[src/rtl/regbank_wr_ctrl_pkg.sv]
// -----------------------------------------------------------------------------
// regbank_ctrl_pkg
// Shared types and constants for the register-bank write-port controller.
//   state_t       : controller states (IDLE / CLEAR)
//   DW_DEF etc.   : default data width, address width, register count
//   GNT_REQ0/1    : grant index encoding (0 = requester 0, 1 = requester 1)
//   grant_onehot  : turns a grant index into a one-hot grant vector
// -----------------------------------------------------------------------------
package regbank_ctrl_pkg;

   localparam int unsigned DW_DEF   = 32;
   localparam int unsigned AW_DEF   = 5;
   localparam int unsigned NREG_DEF = 32;

   typedef enum logic [0:0] {
      IDLE  = 1'b0,
      CLEAR = 1'b1
   } state_t;

   localparam logic GNT_REQ0 = 1'b0;
   localparam logic GNT_REQ1 = 1'b1;

   function automatic logic [1:0] grant_onehot(input logic idx);
      logic [1:0] v;
      if (idx == GNT_REQ1) begin
         v = 2'b10;
      end else begin
         v = 2'b01;
      end
      return v;
   endfunction

endpackage

[src/rtl/regbank_wr_ctrl_if.sv]
// -----------------------------------------------------------------------------
// regbank_wr_ctrl_if
// Bundles the requester handshakes, the clear request/status and the bank
// write port driven by the controller.
//   master : requester/host side (drives valid/dr/data/clr_req)
//   slave  : controller side (drives ready, busy and the bank write port)
// -----------------------------------------------------------------------------
interface regbank_wr_ctrl_if
   import regbank_ctrl_pkg::*;
#(
   parameter int unsigned DW = DW_DEF,
   parameter int unsigned AW = AW_DEF
);

   logic          clr_req;
   logic          busy;

   logic          req0_valid;
   logic [AW-1:0] req0_dr;
   logic [DW-1:0] req0_data;
   logic          req0_ready;

   logic          req1_valid;
   logic [AW-1:0] req1_dr;
   logic [DW-1:0] req1_data;
   logic          req1_ready;

   logic          write;
   logic [AW-1:0] dr;
   logic [DW-1:0] wrData;

   modport master (
      output clr_req,
      output req0_valid, req0_dr, req0_data,
      output req1_valid, req1_dr, req1_data,
      input  busy, req0_ready, req1_ready,
      input  write, dr, wrData
   );

   modport slave (
      input  clr_req,
      input  req0_valid, req0_dr, req0_data,
      input  req1_valid, req1_dr, req1_data,
      output busy, req0_ready, req1_ready,
      output write, dr, wrData
   );

endinterface

[src/rtl/regbank_wr_ctrl_rr_arb2.sv]
// -----------------------------------------------------------------------------
// rr_arb2
// Two-input round-robin arbiter. Holds the index of the last requester that
// completed a transfer; on contention the other requester wins.
//   clk, reset_n : clock, asynchronous active-low reset
//   req[1:0]     : request vector (bit N = requester N valid)
//   enable       : arbitration allowed this cycle (otherwise no grant)
//   accept       : a granted transfer completed at this edge
//   gnt[1:0]     : one-hot grant, or zero
// -----------------------------------------------------------------------------
module rr_arb2
   import regbank_ctrl_pkg::*;
(
   input  logic       clk,
   input  logic       reset_n,
   input  logic [1:0] req,
   input  logic       enable,
   input  logic       accept,
   output logic [1:0] gnt
);

   logic       r_last_grant;
   logic [1:0] w_gnt;

   // Grant decode: single requester wins outright, contention goes to the
   // requester that did not win last time.
   always_comb begin
      w_gnt = 2'b00;
      if (enable) begin
         case (req)
            2'b01:   w_gnt = 2'b01;
            2'b10:   w_gnt = 2'b10;
            2'b11:   w_gnt = (r_last_grant == GNT_REQ1) ? grant_onehot(GNT_REQ0)
                                                        : grant_onehot(GNT_REQ1);
            default: w_gnt = 2'b00;
         endcase
      end else begin
         w_gnt = 2'b00;
      end
   end

   assign gnt = w_gnt;

   // Last-grant flop; reset to requester 1 so requester 0 wins the first conflict.
   always_ff @(posedge clk or negedge reset_n) begin
      if (!reset_n) begin
         r_last_grant <= GNT_REQ1;
      end else if (accept) begin
         r_last_grant <= w_gnt[1];
      end else begin
         r_last_grant <= r_last_grant;
      end
   end

endmodule

[src/rtl/regbank_wr_ctrl.sv]
// -----------------------------------------------------------------------------
// regbank_wr_ctrl
// Write-port controller in front of the register bank. Arbitrates two
// valid/ready requesters round-robin onto the single bank write port and runs
// a sequenced clear that writes zero to every register, one per cycle.
//   clk     : clock
//   reset_n : asynchronous active-low reset
//   bus     : slave modport of regbank_wr_ctrl_if
//             (clr_req/busy, req0_*/req1_* handshakes, write/dr/wrData)
// The bank write port (write/dr/wrData) and busy are registered; ready is
// combinational.
// -----------------------------------------------------------------------------
module regbank_wr_ctrl
   import regbank_ctrl_pkg::*;
#(
   parameter int unsigned DW   = DW_DEF,
   parameter int unsigned AW   = AW_DEF,
   parameter int unsigned NREG = NREG_DEF
)(
   input  logic             clk,
   input  logic             reset_n,
   regbank_wr_ctrl_if.slave bus
);

   localparam logic [AW-1:0] LP_CNT_LAST = AW'(NREG - 1);

   state_t        r_state;
   state_t        w_state_nxt;
   logic [AW-1:0] r_cnt;
   logic [AW-1:0] w_cnt_nxt;

   logic          r_write;
   logic [AW-1:0] r_dr;
   logic [DW-1:0] r_wr_data;
   logic          r_busy;
   logic          w_write_nxt;
   logic [AW-1:0] w_dr_nxt;
   logic [DW-1:0] w_wr_data_nxt;
   logic          w_busy_nxt;

   logic [1:0]    w_req;
   logic [1:0]    w_gnt;
   logic          w_arb_en;
   logic          w_xfer;

   assign w_req    = {bus.req1_valid, bus.req0_valid};
   // A clear request in IDLE suppresses grants in the same cycle.
   assign w_arb_en = (r_state == IDLE) && !bus.clr_req;
   assign w_xfer   = |w_gnt;

   rr_arb2 u_arb (
      .clk     (clk),
      .reset_n (reset_n),
      .req     (w_req),
      .enable  (w_arb_en),
      .accept  (w_xfer),
      .gnt     (w_gnt)
   );

   assign bus.req0_ready = w_gnt[0];
   assign bus.req1_ready = w_gnt[1];

   // Next-state, clear counter and next bank-port values.
   always_comb begin
      w_state_nxt   = r_state;
      w_cnt_nxt     = r_cnt;
      w_write_nxt   = 1'b0;
      w_dr_nxt      = r_dr;
      w_wr_data_nxt = r_wr_data;
      case (r_state)
         IDLE: begin
            if (bus.clr_req) begin
               w_state_nxt = CLEAR;
               w_cnt_nxt   = {AW{1'b0}};
            end else if (w_gnt[1]) begin
               w_write_nxt   = 1'b1;
               w_dr_nxt      = bus.req1_dr;
               w_wr_data_nxt = bus.req1_data;
            end else if (w_gnt[0]) begin
               w_write_nxt   = 1'b1;
               w_dr_nxt      = bus.req0_dr;
               w_wr_data_nxt = bus.req0_data;
            end else begin
               // Idle cycle: drop write, keep address/data for observability.
               w_write_nxt = 1'b0;
            end
         end
         CLEAR: begin
            w_write_nxt   = 1'b1;
            w_dr_nxt      = r_cnt;
            w_wr_data_nxt = {DW{1'b0}};
            if (r_cnt == LP_CNT_LAST) begin
               w_state_nxt = IDLE;
               w_cnt_nxt   = {AW{1'b0}};
            end else begin
               w_cnt_nxt = r_cnt + AW'(1);
            end
         end
         default: begin
            w_state_nxt = IDLE;
            w_cnt_nxt   = {AW{1'b0}};
            w_write_nxt = 1'b0;
         end
      endcase
      w_busy_nxt = (w_state_nxt == CLEAR);
   end

   // State and clear counter registers.
   always_ff @(posedge clk or negedge reset_n) begin
      if (!reset_n) begin
         r_state <= IDLE;
         r_cnt   <= {AW{1'b0}};
      end else begin
         r_state <= w_state_nxt;
         r_cnt   <= w_cnt_nxt;
      end
   end

   // Registered bank write port and busy flag.
   always_ff @(posedge clk or negedge reset_n) begin
      if (!reset_n) begin
         r_write   <= 1'b0;
         r_dr      <= {AW{1'b0}};
         r_wr_data <= {DW{1'b0}};
         r_busy    <= 1'b0;
      end else begin
         r_write   <= w_write_nxt;
         r_dr      <= w_dr_nxt;
         r_wr_data <= w_wr_data_nxt;
         r_busy    <= w_busy_nxt;
      end
   end

   assign bus.write  = r_write;
   assign bus.dr     = r_dr;
   assign bus.wrData = r_wr_data;
   assign bus.busy   = r_busy;

endmodule

[src/flat_wrapper.sv]
// flat-port wrapper written by rule: the top's interface ports become plain ports
module regbank_wr_ctrl_flat import regbank_ctrl_pkg::*;
#(
   parameter int unsigned DW   = DW_DEF,
   parameter int unsigned AW   = AW_DEF,
   parameter int unsigned NREG = NREG_DEF
)
  (clk, reset_n, bus_clr_req, bus_req0_valid, bus_req0_dr, bus_req0_data, bus_req1_valid, bus_req1_dr, bus_req1_data, bus_busy, bus_req0_ready, bus_req1_ready, bus_write, bus_dr, bus_wrData);
  regbank_wr_ctrl_if #(.DW(DW), .AW(AW)) bus_i ();
  input  logic clk;
  input  logic reset_n;
  input wire logic [$bits(bus_i.clr_req)-1:0] bus_clr_req;
  input wire logic [$bits(bus_i.req0_valid)-1:0] bus_req0_valid;
  input wire logic [$bits(bus_i.req0_dr)-1:0] bus_req0_dr;
  input wire logic [$bits(bus_i.req0_data)-1:0] bus_req0_data;
  input wire logic [$bits(bus_i.req1_valid)-1:0] bus_req1_valid;
  input wire logic [$bits(bus_i.req1_dr)-1:0] bus_req1_dr;
  input wire logic [$bits(bus_i.req1_data)-1:0] bus_req1_data;
  output wire logic [$bits(bus_i.busy)-1:0] bus_busy;
  output wire logic [$bits(bus_i.req0_ready)-1:0] bus_req0_ready;
  output wire logic [$bits(bus_i.req1_ready)-1:0] bus_req1_ready;
  output wire logic [$bits(bus_i.write)-1:0] bus_write;
  output wire logic [$bits(bus_i.dr)-1:0] bus_dr;
  output wire logic [$bits(bus_i.wrData)-1:0] bus_wrData;
  assign bus_i.clr_req = bus_clr_req;
  assign bus_i.req0_valid = bus_req0_valid;
  assign bus_i.req0_dr = bus_req0_dr;
  assign bus_i.req0_data = bus_req0_data;
  assign bus_i.req1_valid = bus_req1_valid;
  assign bus_i.req1_dr = bus_req1_dr;
  assign bus_i.req1_data = bus_req1_data;
  assign bus_busy = bus_i.busy;
  assign bus_req0_ready = bus_i.req0_ready;
  assign bus_req1_ready = bus_i.req1_ready;
  assign bus_write = bus_i.write;
  assign bus_dr = bus_i.dr;
  assign bus_wrData = bus_i.wrData;
  regbank_wr_ctrl #(.DW(DW), .AW(AW), .NREG(NREG)) u_core (.clk(clk), .reset_n(reset_n), .bus(bus_i));
endmodule
[config.mk]
export PLATFORM = sky130hd
export DESIGN_NAME = regbank_wr_ctrl_flat
export DESIGN_NICKNAME = d
export VERILOG_FILES = /design/src/rtl/regbank_wr_ctrl_pkg.sv /design/src/rtl/regbank_wr_ctrl_if.sv /design/src/rtl/regbank_wr_ctrl_rr_arb2.sv /design/src/rtl/regbank_wr_ctrl.sv /design/src/flat_wrapper.sv
export SDC_FILE = /design/constraint.sdc
export NUM_CORES = 1
export LEC_CHECK = 0
export ABC_AREA = 1
export BUFFER_PORTS_ARGS = -buffer_cell sky130_fd_sc_hd__buf_2
export CELL_PAD_IN_SITES_DETAIL_PLACEMENT = 0
export CELL_PAD_IN_SITES_GLOBAL_PLACEMENT = 2
export CORE_UTILIZATION = 26
export DETAILED_ROUTE_END_ITERATION = 8
export PLACE_DENSITY_LB_ADDON = 0.1
export RECOVER_POWER = 100
export SETUP_SLACK_MARGIN = 0.4
export SLEW_MARGIN = 20
export SYNTH_ARGS = -nofsm -noshare
export SYNTH_HDL_FRONTEND = slang
export SYNTH_SLANG_ARGS = --single-unit
[constraint.sdc]
create_clock -name clk -period 3.2 [get_ports clk]
set_input_delay 0.96 -clock clk [delete_from_list [all_inputs] [get_ports clk]]
set_output_delay 0.96 -clock clk [all_outputs]
set_load 0.02 [all_outputs]
### Word level (Yosys, flattened, before mapping)

Cells that the tools add are included.

| cells by class | value |
|---|---|
| add/subtract/negate cells | 1 |
| $mul | 0 |
| div/mod/pow operators | 0 |
| $lt $le $gt $ge | 0 |
| eq/ne operators | 7 |
| shift operators | 0 |
| mux-type cells | 21 |
| bitwise gates (word level) | 1 |
| reduce and logical (&&, ||, !) cells | 4 |

Operators by type and width:

| kind | count |
|---|---|
| $mux 32 | 3 |
| $pmux 32 s2 | 1 |
| $mux 5 | 5 |
| $pmux 5 s2 | 2 |
| $pmux 2 s3 | 1 |
| $add 5x1->5 const B | 1 |
| $eq 5x5->1 const B | 1 |
| $mux 1 | 5 |
| $eq 2x2->1 const B | 2 |
| $mux 2 | 2 |
| $ne 2x2->1 const B | 2 |
| $pmux 1 s2 | 2 |
| $ne 3x3->1 const B | 1 |
| $eq 2x1->1 const B | 1 |
| $reduce_and 2->1 | 1 |
| $reduce_or 2->1 | 1 |
| $logic_and 1x1->1 | 1 |
| $logic_not 1->1 | 1 |
| $not 1->1 | 1 |

| storage, ports and cells | value |
|---|---|
| bits in registers | 45 |
| latch bits | 0 |
| bits in writable memories | 0 |
| memory bits (read-only) | 0 |
| output and inout bits | 41 |
| logic and storage cells | 40 |
| memories | 0 |

### Logic depth before layout (Yosys ltp)

Gate-level depths: netlist of the first run.

| depth | value |
|---|---|
| depth in word-level cells | 7 |
| gate-level depth with buffers | 9 |
| gate-level depth less buffers | 7 |

### Cells and area by module

A second synthesis of the first run with hierarchy kept.

| second synthesis, totals | value |
|---|---|
| cells, all modules | 345 |
| area, all modules | 2409.8 um^2 |

By module, submodules not included:

| module | times used | cells an instance | area each (um^2) | seq. area each (um^2) |
|---|---|---|---|---|
| regbank_wr_ctrl | 1 | 334 | 2339.7 | 1101.1 |
| rr_arb2 | 1 | 11 | 70.1 | 26.3 |

### Least setup slack after synthesis of the first run

No wires, ideal clock.

| timing | value |
|---|---|
| kind | input to output |
| start | input port bus_clr_req |
| end | output port bus_req0_ready |
| arrival | 1819 ps |
| setup slack | 421 ps |
| cell stages on the path | 5 |
| path through | nor2_4 > buf_4 > buf_2 > nand2_1 > a21oi_1 |

| between the ends | value |
|---|---|
| longest elaborated chain between the ends | 3 |

RTL lines:

| item | RTL line | RTL |
|---|---|---|
| start: declaration | flat_wrapper.sv:12 | `input wire logic [$bits(bus_i.clr_req)-1:0] bus_clr_req;` |
| $logic_not 1->1 | regbank_wr_ctrl.sv:48 | `assign w_arb_en = (r_state == IDLE) && !bus.clr_req;` |
| $logic_and 1x1->1 | regbank_wr_ctrl.sv:48 |  |
| $mux 2 | regbank_wr_ctrl_rr_arb2.sv:29 | `if (enable) begin` |
| end: declaration | flat_wrapper.sv:20 | `output wire logic [$bits(bus_i.req0_ready)-1:0] bus_req0_ready;` |

Every way passes these cells.

### Final worst setup path of the first run

| timing | value |
|---|---|
| start | input port bus_req1_valid |
| end | output port bus_req1_ready |

| between the ends | value |
|---|---|
| longest elaborated chain between the ends | 3 |

RTL lines:

| item | RTL line | RTL |
|---|---|---|
| start: declaration | flat_wrapper.sv:16 | `input wire logic [$bits(bus_i.req1_valid)-1:0] bus_req1_valid;` |
| $eq 2x2->1 / $eq 2x1->1 (equally long branches) | regbank_wr_ctrl_rr_arb2.sv:30 | `case (req)` |
| $pmux 2 s3 (*) | regbank_wr_ctrl_rr_arb2.sv:30 |  |
| $mux 2 (*) | regbank_wr_ctrl_rr_arb2.sv:29 |  |
| end: declaration | flat_wrapper.sv:21 | `output wire logic [$bits(bus_i.req1_ready)-1:0] bus_req1_ready;` |

Every way passes the cells marked *; elsewhere a longest branch is shown, timed or not.

==> results.sh, run 1 <==
export IMPL_placer_congestion_estimate=0.686
export IMPL_cts_repair_resized=0
export IMPL_max_clock_path_buffers=2
export IMPL_timing_worst_setup_path_type="in2out"
export IMPL_wirelength_mm=8.86
export IMPL_rr_endpoint="u_core.bus.wrData[31]"
export IMPL_cts_repair_timing_setup_buffer_count=0
export IMPL_power_static_leakage_nw=2.14
export IMPL_sequential_to_total_area_share_from_yosys_stat_pct=39.6
export IMPL_hold_path_depth=2
export IMPL_clock_group_share_of_total_power_pct=20.0
export IMPL_min_period_over_period_pct=87.2
export IMPL_synthesized_cell_area_sq_um=2850
export IMPL_design_area_sq_um=3590
export IMPL_cp_buffers_inverters=3
export IMPL_final_layout_size_suffix_gt1_share_pct=18.2
export IMPL_fin_util_pct=34.4
export IMPL_grt_antenna_before_repair=0
export IMPL_place_hpwl_mm=5.67
export IMPL_r2r_worst_path_cells=7
export IMPL_regToRegStartpoint="u_core.r_state"
export IMPL_power_per_cell_area_nw_per_um2=732
export IMPL_io_buffers=119
export IMPL_crit_chain="clkbuf_2 > nand3_2 > inv_2 > buf_2"
export IMPL_run_status="completed"
export IMPL_final_hold_violation_count=0
export IMPL_reg2reg_setup_slack_ns=0.80
export IMPL_critical_path_slowest_cell="sky130_fd_sc_hd__clkbuf_2"
export IMPL_worstHoldStart="u_core.bus.wrData[18]"
export IMPL_ys_ff_latch=45
export IMPL_synth_lib_cells_used_distinct=22
export IMPL_syn_avg_cell_area_sq_um=6.54
export IMPL_timing_critical_path_required_ns=2.24
export IMPL_drt_pass1_iterations=6
export IMPL_clkSlewWorstSetupHoldPaths_ns=0.10
export IMPL_vdd_drop_max_uv=272
export IMPL_syn_instance_count=435
export IMPL_number_of_violations_reported_at_the_end_of_detailed_routing_iteration_0=111
export IMPL_clock_fmax_mhz=359
export IMPL_yosys_warnings=0
export IMPL_pin_count=120
export IMPL_mappedNetlistNets=517
export IMPL_detail_route_drc_violations=0
export IMPL_critical_path_top_delay_family="buffers and inverters"
export IMPL_start_util_pct=27.2
export IMPL_worstSetupStartpointType="primary input"
export IMPL_internal_power_mw=1.47
export IMPL_numCtsBuffers=5
export IMPL_cts_max_level=2
export IMPL_cp_max_fo=16
export IMPL_layoutNonFillerInstCount=679
export IMPL_worst_setup_path_end_kind="output port"
export IMPL_finish_net_count=624
export IMPL_antenna_diode_count=0
export IMPL_number_of_sinks_driven_by_the_clock_tree=45
export IMPL_timing_final_crit_period_ns=2.79
export IMPL_fin_tns_setup_ns=0
export IMPL_flow_area_growth_from_synthesis_pct=26.3
export IMPL_timing_hold_worst_class="reg2reg"
export IMPL_final_max_slew_viol_count=0
export IMPL_switchingPower_mw=1.16
export IMPL_grt_start_max_net_pins=46
export IMPL_power_sequential_fraction_pct=35.4
export IMPL_finalSetupViolCount=0
export IMPL_fraction_of_power_spent_switching_nets_pct=44.2
export IMPL_grt_first_pass_wirelength_mm=14.3
export IMPL_hold_path_end="u_core.bus.wrData[18]"
export IMPL_fp_row_count=37
export IMPL_first_global_vias=2791
export IMPL_hold_buffers_post_cts=0
export IMPL_worst_path_max_stage_delay_ns=0.38
export IMPL_grt_setup_unrepaired="no"
export IMPL_clockRootBuffer="sky130_fd_sc_hd__clkbuf_8"
export IMPL_core_area_sq_um=10500
export IMPL_global_route_usage_total_pct=16.3
export IMPL_filler_cell_count=1265
export IMPL_wl_per_cell_um=13.0
export IMPL_die_height_um=107
export IMPL_route_vias_total=2867
export IMPL_grt_ovfl_total=0
export IMPL_comb_power_share_pct=44.6
export IMPL_die_w_um=107
export IMPL_worstSkewPairLatency_ns=0.30
export IMPL_arrival_ns=1.83
export IMPL_die_area_sq_um=11400
export IMPL_final_setup_skew_ns=0.00642
export IMPL_maxCapViolations=0
export IMPL_timing_slew_headroom_pct=20.2
export IMPL_tightest_slew_ns=1.20
export IMPL_finalHoldWorstSlack_ns=0.492
export IMPL_antenna_violating_nets_post_route=0
export IMPL_via_per_inst=4.22
export IMPL_placedCellCount=671
export IMPL_cts_tree="yes"
export IMPL_placement_cell_area_sq_um=3520
==> how the worst max path moves through the flow <==
stage          cells past startpoint                    to  slack, ns           start
6_report                           4        bus_req1_ready       0.41  bus_req1_valid
5_1_grt                            7  u_core.bus.wrData[4]       0.27  bus_req1_valid
4_1_cts                            4        bus_req1_ready       0.45  bus_req1_valid
3_5_place_dp                       4        bus_req1_ready       0.45  bus_req1_valid
3_3_place_gp                       4        bus_req1_ready       0.47  bus_req1_valid
2_1_floorplan                      5        bus_req0_ready       0.42     bus_clr_req
==> flip-flops by register name (all words and copies together), names as in the netlist <==
signal / flops
u_core.bus.wrData: 32
u_core.bus.dr: 5
u_core.r_cnt: 5
u_core.bus.write: 1
u_core.r_state: 1
u_core.u_arb.r_last_grant: 1
==> area by class of cell <==
type | instances | area (sq um) | share of cell area, %
repair buffers | 126 | 597 | 16.6
flip-flops and latches | 45 | 1130 | 31.4
multi-input cells | 255 | 1160 | 32.2
clock buffers | 5 | 68.8 | 1.91
clock inverters | 3 | 65.1 | 1.81
inverters | 109 | 409 | 11.4
well taps | 136 | 170 | 4.73
==> per-stage QoR <==
step,power [mW],worst slack (ns)
2_1_floorplan,1.77,0.421
3_3_place_gp,2.18,0.466
3_5_place_dp,2.18,0.454
4_1_cts,2.72,0.454
5_1_grt,2.87,0.269
6_report,2.63,0.411
==> kinds of logic after synthesis <==
kind of cell,after synthesis,synth area share (%)
flip-flops,45,39.6
XOR/XNOR,1,0.308
buffers and inverters,135,19.3
adder cells (fa/ha/maj),3,1.32
AND/OR/NAND/NOR,240,36.8
AO/OA/AOI/OAI,11,2.64
==> cell usage after synthesis <==
library cell / instances / area [sq um]
sky130_fd_sc_hd__nand2_1: 132 / 495
sky130_fd_sc_hd__inv_1: 107 / 402
sky130_fd_sc_hd__dfrtp_1: 44 / 1100
sky130_fd_sc_hd__nand3_1: 43 / 215
sky130_fd_sc_hd__nor2_1: 32 / 120
sky130_fd_sc_hd__nand4_1: 30 / 188
sky130_fd_sc_hd__buf_2: 11 / 55.1
sky130_fd_sc_hd__clkbuf_1: 9 / 33.8
sky130_fd_sc_hd__a21oi_1: 5 / 25.0
sky130_fd_sc_hd__buf_4: 4 / 30.0
sky130_fd_sc_hd__ha_1: 3 / 37.5
sky130_fd_sc_hd__a22o_1: 2 / 17.5
sky130_fd_sc_hd__buf_6: 2 / 22.5
sky130_fd_sc_hd__inv_2: 2 / 7.51
sky130_fd_sc_hd__o21ai_0: 2 / 10.0
sky130_fd_sc_hd__dfstp_2: 1 / 26.3
sky130_fd_sc_hd__nand2_2: 1 / 6.26
sky130_fd_sc_hd__nand3_2: 1 / 10.0
sky130_fd_sc_hd__nor2_4: 1 / 11.3
sky130_fd_sc_hd__o21ai_4: 1 / 16.3
sky130_fd_sc_hd__o22ai_1: 1 / 6.26
sky130_fd_sc_hd__xor2_1: 1 / 8.76
==> placed cells by master, fill, tap and decap left out <==
| cell | Yosys | layout |
|---|---|---|
| sky130_fd_sc_hd__nand2_1 | 132 | 133 |
| sky130_fd_sc_hd__inv_1 | 107 | 108 |
| sky130_fd_sc_hd__buf_2 | 11 | 79 |
| sky130_fd_sc_hd__dfrtp_1 | 44 | 44 |
| sky130_fd_sc_hd__nand3_1 | 43 | 43 |
| sky130_fd_sc_hd__clkbuf_1 | 9 | 39 |
| sky130_fd_sc_hd__nor2_1 | 32 | 33 |
| sky130_fd_sc_hd__nand4_1 | 30 | 30 |
| sky130_fd_sc_hd__buf_4 | 4 | 6 |
| sky130_fd_sc_hd__a21oi_1 | 5 | 5 |
| sky130_fd_sc_hd__clkbuf_8 | 0 | 5 |
| sky130_fd_sc_hd__ha_1 | 3 | 3 |
| sky130_fd_sc_hd__o21ai_0 | 2 | 2 |
| sky130_fd_sc_hd__a22o_1 | 2 | 2 |
| sky130_fd_sc_hd__bufinv_16 | 0 | 2 |
| sky130_fd_sc_hd__clkbuf_2 | 0 | 2 |
| sky130_fd_sc_hd__nand3_2 | 1 | 1 |
| sky130_fd_sc_hd__inv_2 | 2 | 1 |
| sky130_fd_sc_hd__o21ai_4 | 1 | 1 |
| sky130_fd_sc_hd__xor2_1 | 1 | 1 |
| sky130_fd_sc_hd__o22ai_1 | 1 | 1 |
| sky130_fd_sc_hd__clkinv_2 | 0 | 1 |
| sky130_fd_sc_hd__dfstp_2 | 1 | 1 |
==> power by group through the flow <==
stage               Combinational [mW]  Clock [mW]  Sequential (mW)
floorplan                        0.622           0             1.15
global placement                  1.24           0            0.939
detailed placement                1.24           0            0.942
CTS                               1.25       0.539            0.932
global route                      1.35       0.559            0.964
finish                            1.17       0.525            0.932
==> layer usage <==
| metal | vias to the layer above | share of wire [%] | global-route usage (%) |
|---|---|---|---|
| li1 | 1510 | - | - |
| met1 | 1272 | 47 | 21.1 |
| met2 | 81 | 46 | 27.0 |
| met3 | 4 | 6.3 | 4.26 |
| met4 | 0 | 0.76 | 3.52 |
| met5 | - | 0 | 0 |
==> tightest hold or removal path: stages, from the launching register on <==
cell and delay, ns:
sky130_fd_sc_hd__dfrtp_1 0.36, sky130_fd_sc_hd__nand2_1 0.05, sky130_fd_sc_hd__nand2_1 0.05
Power figures use the tool's default switching activity.
==> run 2, diff against run 1 <==
Settings changed: ABC_CLOCK_PERIOD_IN_PS from default to 3100, CAP_MARGIN from default to 20, CORE_UTILIZATION 26 to 24.
Clock period 3.2 ns to 3.1 ns, I/O delays scaled along.
==> results.sh, run 2 (synthesis results as in run 1) <==
export IMPL_run_status="completed"
export IMPL_worst_setup_path_end_kind="output port"
export IMPL_wirelength_mm=8.77
export IMPL_sequential_cell_area_sq_um=1130
export IMPL_design_area_sq_um=3650
export IMPL_timing_slew_headroom_pct=21.9
export IMPL_clockRootBuffer="sky130_fd_sc_hd__clkbuf_16"
export IMPL_dr_wl_met2_mm=3.96
export IMPL_drt_pass1_iterations=4
export IMPL_cts_max_level=2
export IMPL_cts_repair_resized=0
export IMPL_route_vias_total=2865
export IMPL_maxCapViolations=0
export IMPL_hold_buffers_post_cts=0
export IMPL_start_util_pct=24.8
export IMPL_cts_repair_timing_setup_buffer_count=0
export IMPL_die_height_um=111
export IMPL_clock_fmax_mhz=375
export IMPL_filler_cell_count=1344
export IMPL_timing_critical_path_required_ns=2.17
export IMPL_arrival_ns=1.73
export IMPL_detailroute_wirelength_met3_um=499
export IMPL_grt_first_pass_wirelength_mm=14.6
export IMPL_wl_met1_mm=4.23
export IMPL_core_area_sq_um=11500
export IMPL_numCtsBuffers=5
export IMPL_placement_cell_area_sq_um=3560
export IMPL_number_of_violations_reported_at_the_end_of_detailed_routing_iteration_0=95
export IMPL_top_layer="met4"
export IMPL_wl_per_cell_um=12.8
export IMPL_placer_congestion_estimate=0.700
export IMPL_final_max_slew_viol_count=0
export IMPL_pin_count=120
export IMPL_timing_hold_worst_class="reg2reg"
export IMPL_final_setup_skew_ns=0.00505
export IMPL_most_common_layout_cells="sky130_fd_sc_hd__nand2_1 (132), sky130_fd_sc_hd__inv_1 (108), sky130_fd_sc_hd__buf_2 (77)"
export IMPL_grt_start_max_net_pins=46
export IMPL_final_layout_size_suffix_gt1_share_pct=18.2
export IMPL_finalSetupViolCount=0
export IMPL_final_hold_violation_count=0
export IMPL_grt_antenna_before_repair=0
export IMPL_cp_max_fo=8
export IMPL_timing_final_crit_period_ns=2.66
export IMPL_layout_setup_ws_ns=0.436
export IMPL_finish_net_count=626
export IMPL_multi_input_comb_area_sq_um=1170
export IMPL_fin_tns_setup_ns=0
export IMPL_antenna_violating_nets_post_route=0
export IMPL_die_area_sq_um=12300
export IMPL_worstSkewPairLatency_ns=0.29
export IMPL_first_global_vias=2807
export IMPL_worstSetupStartpointType="primary input"
export IMPL_min_period_over_period_pct=85.9
export IMPL_flow_area_growth_from_synthesis_pct=28.4
export IMPL_antenna_diode_count=0
export IMPL_largest_reg_flops=32
export IMPL_via_per_inst=4.16
export IMPL_power_static_leakage_nw=2.15
export IMPL_tightest_slew_ns=1.17
export IMPL_number_of_sinks_driven_by_the_clock_tree=45
export IMPL_max_clock_path_buffers=2
export IMPL_clkSlewWorstSetupHoldPaths_ns=0.07
export IMPL_power_per_cell_area_nw_per_um2=756
export IMPL_vdd_drop_max_uv=270
export IMPL_grt_setup_unrepaired="no"
export IMPL_fp_row_count=39
export IMPL_placement_setup_worst_slack_ns=0.497
export IMPL_detail_route_drc_violations=0
export IMPL_io_buffers=119
export IMPL_die_w_um=111
export IMPL_timing_worst_setup_path_type="in2out"
export IMPL_place_hpwl_mm=6.05
export IMPL_layout_commonest_cell="sky130_fd_sc_hd__nand2_1"
export IMPL_cts_tree="yes"
export IMPL_grt_ovfl_total=0
export IMPL_global_route_usage_total_pct=14.8
==> run 2: path summary, 6_finish.rpt <==
path | depth (start not counted) | slack (ns) | from | endpoint
max | 5 | 0.44 | bus_clr_req | bus_req1_ready
min reg2reg | 2 | 0.49 | u_core.bus.wrData[18] | u_core.bus.wrData[18]
min | 2 | 0.49 | u_core.bus.wrData[18] | u_core.bus.wrData[18]
min in group asynchronous | 2 | 0.96 | reset_n | u_core.bus.wrData[30]
max in group asynchronous | 2 | 1.43 | reset_n | u_core.bus.wrData[13]
max reg2reg | 6 | 0.55 | u_core.r_state | u_core.bus.wrData[7]
==> run 2: per-layer routing <==
metal / vias up / GRT usage (%)
met5: - / 0
li1: 1513 / -
met2: 83 / 24.0
met4: 0 / 3.47
met3: 7 / 3.77
met1: 1262 / 19.8
==> run 2: layout make-up <==
type	count	area share, %
multi-input combinational	255	31.9
sequential	45	30.9
timing repair buffer	128	16.8
inverter	109	11.2
tap	143	4.90
clock buffer	7	4.18
clock inverter	1	0.137
==> run 2: per-stage QoR <==
step,utilization [%],hold slack (ns),cells,power (mW)
after floorplan,-,0.489,435,1.83
after global placement,31.1,0.463,680,2.28
after detailed placement,31.1,0.466,680,2.28
after CTS,32.4,0.487,688,2.87
after global routing,31.9,0.509,688,3.03
final,31.9,0.487,688,2.76
==> run 2: where the power goes <==
group	total [mW]	leakage [nW]	internal [mW]	switching [mW]
combinational	1.22	1.49	0.385	0.835
sequential	0.972	0.586	0.820	0.152
clock	0.569	0.0799	0.342	0.228
total	2.76	2.15	1.55	1.21
==> run 2: worst max-delay path, cell delays in order <==
cell                       delay (ns)
sky130_fd_sc_hd__clkbuf_1        0.10
sky130_fd_sc_hd__nor2_4          0.18
sky130_fd_sc_hd__nand3_1         0.13
sky130_fd_sc_hd__inv_1           0.20
sky130_fd_sc_hd__buf_2           0.20
==> run 3, diff against run 2 <==
Settings changed: CORE_UTILIZATION 24 to 23, SLEW_MARGIN 20 to 25, SYNTH_HIERARCHICAL from default to 1.
==> results.sh, run 3 <==
export IMPL_run_status="completed"
export IMPL_placedCellCount=589
export IMPL_comb_power_share_pct=28.9
export IMPL_fraction_of_power_spent_switching_nets_pct=36.0
export IMPL_grt_first_pass_wirelength_mm=12.4
export IMPL_most_common_layout_cells="sky130_fd_sc_hd__nand2_1 (192), sky130_fd_sc_hd__buf_2 (77), sky130_fd_sc_hd__dfrtp_1 (44)"
export IMPL_yosys_area_share_simple_pct=40.7
export IMPL_power_per_cell_area_nw_per_um2=534
export IMPL_grt_antenna_before_repair=1
export IMPL_synth_lib_cells_used_distinct=21
export IMPL_synth_async_reset_ratio_pct=100
export IMPL_synth_compound_gate_area_share_pct=2.23
export IMPL_fin_tns_setup_ns=0
export IMPL_timing_slew_headroom_pct=2.00
export IMPL_min_period_over_period_pct=87.0
export IMPL_largest_reg_flops=32
export IMPL_timing_hold_worst_class="reg2reg"
export IMPL_die_w_um=104
export IMPL_sequential_to_total_area_share_from_yosys_stat_pct=46.8
export IMPL_final_layout_size_suffix_gt1_share_pct=20.6
export IMPL_cts_max_level=2
export IMPL_internal_power_mw=1.09
export IMPL_flow_area_growth_from_synthesis_pct=32.0
export IMPL_power_sequential_fraction_pct=43.9
export IMPL_final_setup_skew_ns=0.0127
export IMPL_via_per_inst=4.13
export IMPL_design_power_total_mw=1.70
export IMPL_tightest_slew_ns=1.47
export IMPL_muxShareOfSynthArea_pct=0
export IMPL_regToRegStartpoint="u_core/bus.busy"
export IMPL_syn_instance_count=345
export IMPL_wirelength_mm=7.51
export IMPL_die_area_sq_um=10900
export IMPL_share_of_yosys_cell_area_claimed_by_the_top_area_cell_type_pct=45.7
export IMPL_clock_fmax_mhz=371
export IMPL_top_cell_type_by_total_area_after_synthesis="sky130_fd_sc_hd__dfrtp_1"
export IMPL_filler_cell_count=1179
export IMPL_numCtsBuffers=5
export IMPL_pin_count=120
export IMPL_worstHoldStart="u_core/bus.wrData[12]"
export IMPL_synthesized_cell_area_sq_um=2410
export IMPL_mappedNetlistNets=427
export IMPL_synth_top_family_by_area="simple AND/OR/NAND/NOR gates"
export IMPL_worstSkewPairLatency_ns=0.30
export IMPL_timing_worst_setup_path_type="in2out"
export IMPL_r2r_worst_path_cells=5
export IMPL_wl_per_cell_um=12.6
export IMPL_finish_net_count=542
export IMPL_maxCapViolations=0
export IMPL_critical_path_startpoint="bus_clr_req"
export IMPL_cts_tree="yes"
export IMPL_timing_critical_path_required_ns=2.17
export IMPL_antenna_diode_count=0
export IMPL_synth_common_cells="sky130_fd_sc_hd__nand2_1 (192), sky130_fd_sc_hd__dfrtp_1 (44), sky130_fd_sc_hd__inv_1 (33)"
export IMPL_place_hpwl_mm=5.33
export IMPL_synth_xor_area_share_pct=0
export IMPL_start_util_pct=23.6
export IMPL_synth_top_flop_cell="sky130_fd_sc_hd__dfrtp_1"
export IMPL_global_route_usage_total_pct=14.5
export IMPL_layoutNonFillerInstCount=597
export IMPL_grt_start_max_net_pins=38
export IMPL_placement_setup_worst_slack_ns=0.382
export IMPL_number_of_sinks_driven_by_the_clock_tree=45
export IMPL_grt_ovfl_total=0
export IMPL_placer_congestion_estimate=0.738
export IMPL_cts_repair_timing_setup_buffer_count=0
export IMPL_synth_edff_count=0
export IMPL_switchingPower_mw=0.613
export IMPL_hold_path_depth=2
export IMPL_clock_group_share_of_total_power_pct=27.1
export IMPL_leading_cell_types_by_total_area_after_synthesis="sky130_fd_sc_hd__dfrtp_1 (46%), sky130_fd_sc_hd__nand2_1 (30%), sky130_fd_sc_hd__inv_1 (5.1%)"
export IMPL_worstSetupStartpointType="primary input"
export IMPL_cp_max_fo=3
export IMPL_power_static_leakage_nw=1.85
export IMPL_ys_ff_latch=45
export IMPL_drt_pass1_iterations=4
export IMPL_synthAdderAreaFrac_pct=1.56
export IMPL_clkSlewWorstSetupHoldPaths_ns=0.10
export IMPL_timing_final_crit_period_ns=2.70
export IMPL_io_buffers=119
export IMPL_final_max_slew_viol_count=0
export IMPL_final_hold_violation_count=0
export IMPL_clockRootBuffer="sky130_fd_sc_hd__clkbuf_8"
export IMPL_route_vias_total=2465
export IMPL_yosys_warnings=6
export IMPL_detail_route_drc_violations=0
export IMPL_number_of_violations_reported_at_the_end_of_detailed_routing_iteration_0=103
export IMPL_finalSetupViolCount=0
export IMPL_layout_commonest_cell="sky130_fd_sc_hd__nand2_1"
export IMPL_worst_setup_path_end_kind="output port"
export IMPL_arrival_ns=1.77
export IMPL_hold_buffers_post_cts=0
export IMPL_max_clock_path_buffers=2
export IMPL_layout_setup_ws_ns=0.404
export IMPL_grt_setup_unrepaired="no"
export IMPL_antenna_violating_nets_post_route=0
export IMPL_syn_avg_cell_area_sq_um=6.98
export IMPL_vdd_drop_max_uv=261
export IMPL_die_height_um=104
export IMPL_fp_row_count=37
export IMPL_first_global_vias=2528
export IMPL_core_area_sq_um=10200
export IMPL_synth_most_common_cell="sky130_fd_sc_hd__nand2_1"
==> run 3: timing repair <==
item | in CTS | in global routing
gates resized for setup | 0 | 1
hold endpoints to repair | 0 | 0
endpoints found under the setup margin | 0 | 2
==> run 3: power by group through the flow <==
stage	Sequential [mW]	Combinational, mW	Clock, mW
4_1_cts	0.750	0.523	0.486
5_1_grt	0.762	0.569	0.505
3_3_place_gp	0.764	0.522	0
3_5_place_dp	0.761	0.523	0
2_1_floorplan	0.796	0.284	0
6_report	0.747	0.492	0.461
==> run 3: stage by stage <==
stage | hold slack, ns | cell area [sq um] | util, %
3_3_place_gp | 0.450 | 3150 | 30.8
2_1_floorplan | 0.492 | 2420 | -
6_report | 0.479 | 3180 | 31.1
4_1_cts | 0.480 | 3260 | 31.9
3_5_place_dp | 0.455 | 3150 | 30.8
5_1_grt | 0.508 | 3180 | 31.1
==> run 3: path summary, 6_finish.rpt <==
kind                                         end  slack, ns
min reg2reg                u_core/bus.wrData[12]       0.48
min                        u_core/bus.wrData[12]       0.48
max                               bus_req1_ready       0.40
max reg2reg                      u_core/r_cnt[2]       0.59
min in group asynchronous        u_core/r_cnt[1]       0.97
max in group asynchronous  u_core/bus.wrData[27]       0.89
==> run 3: cell families (layout without fill, tap and decap cells) <==
group,Yosys count,after routing
buf+inv,51,167
compound gates,8,8
flops,45,45
simple gates,238,238
fa+ha+maj,3,3
==> run 3: final cells by class <==
cell class                      instances  area [sq um]  area share [%]
Sequential cell                        45          1130            35.4
Multi-Input combinational cell        249          1060            33.4
Timing Repair Buffer                  125           582            18.3
Tap cell                              136           170            5.35
Inverter                               34           128            4.01
Clock buffer                            5          68.8            2.16
Clock inverter                          3          43.8            1.38
==> run 3: critical path, cell delays in order <==
cell and delay (ns):
sky130_fd_sc_hd__clkbuf_1 0.10, sky130_fd_sc_hd__nor2_1 0.18, sky130_fd_sc_hd__nand2_1 0.10, sky130_fd_sc_hd__a21oi_1 0.18, sky130_fd_sc_hd__clkbuf_1 0.28
==> run 3: metal layers <==
layer | vias to the layer above | GRT usage, % | share of wire, % | routed length, um
met5 | - | 0 | 0 | 0
met4 | 0 | 3.37 | 0.93 | 70
met3 | 6 | 3.57 | 5.5 | 414
met2 | 67 | 24.6 | 48 | 3570
met1 | 1107 | 18.3 | 46 | 3450
li1 | 1285 | - | - | -
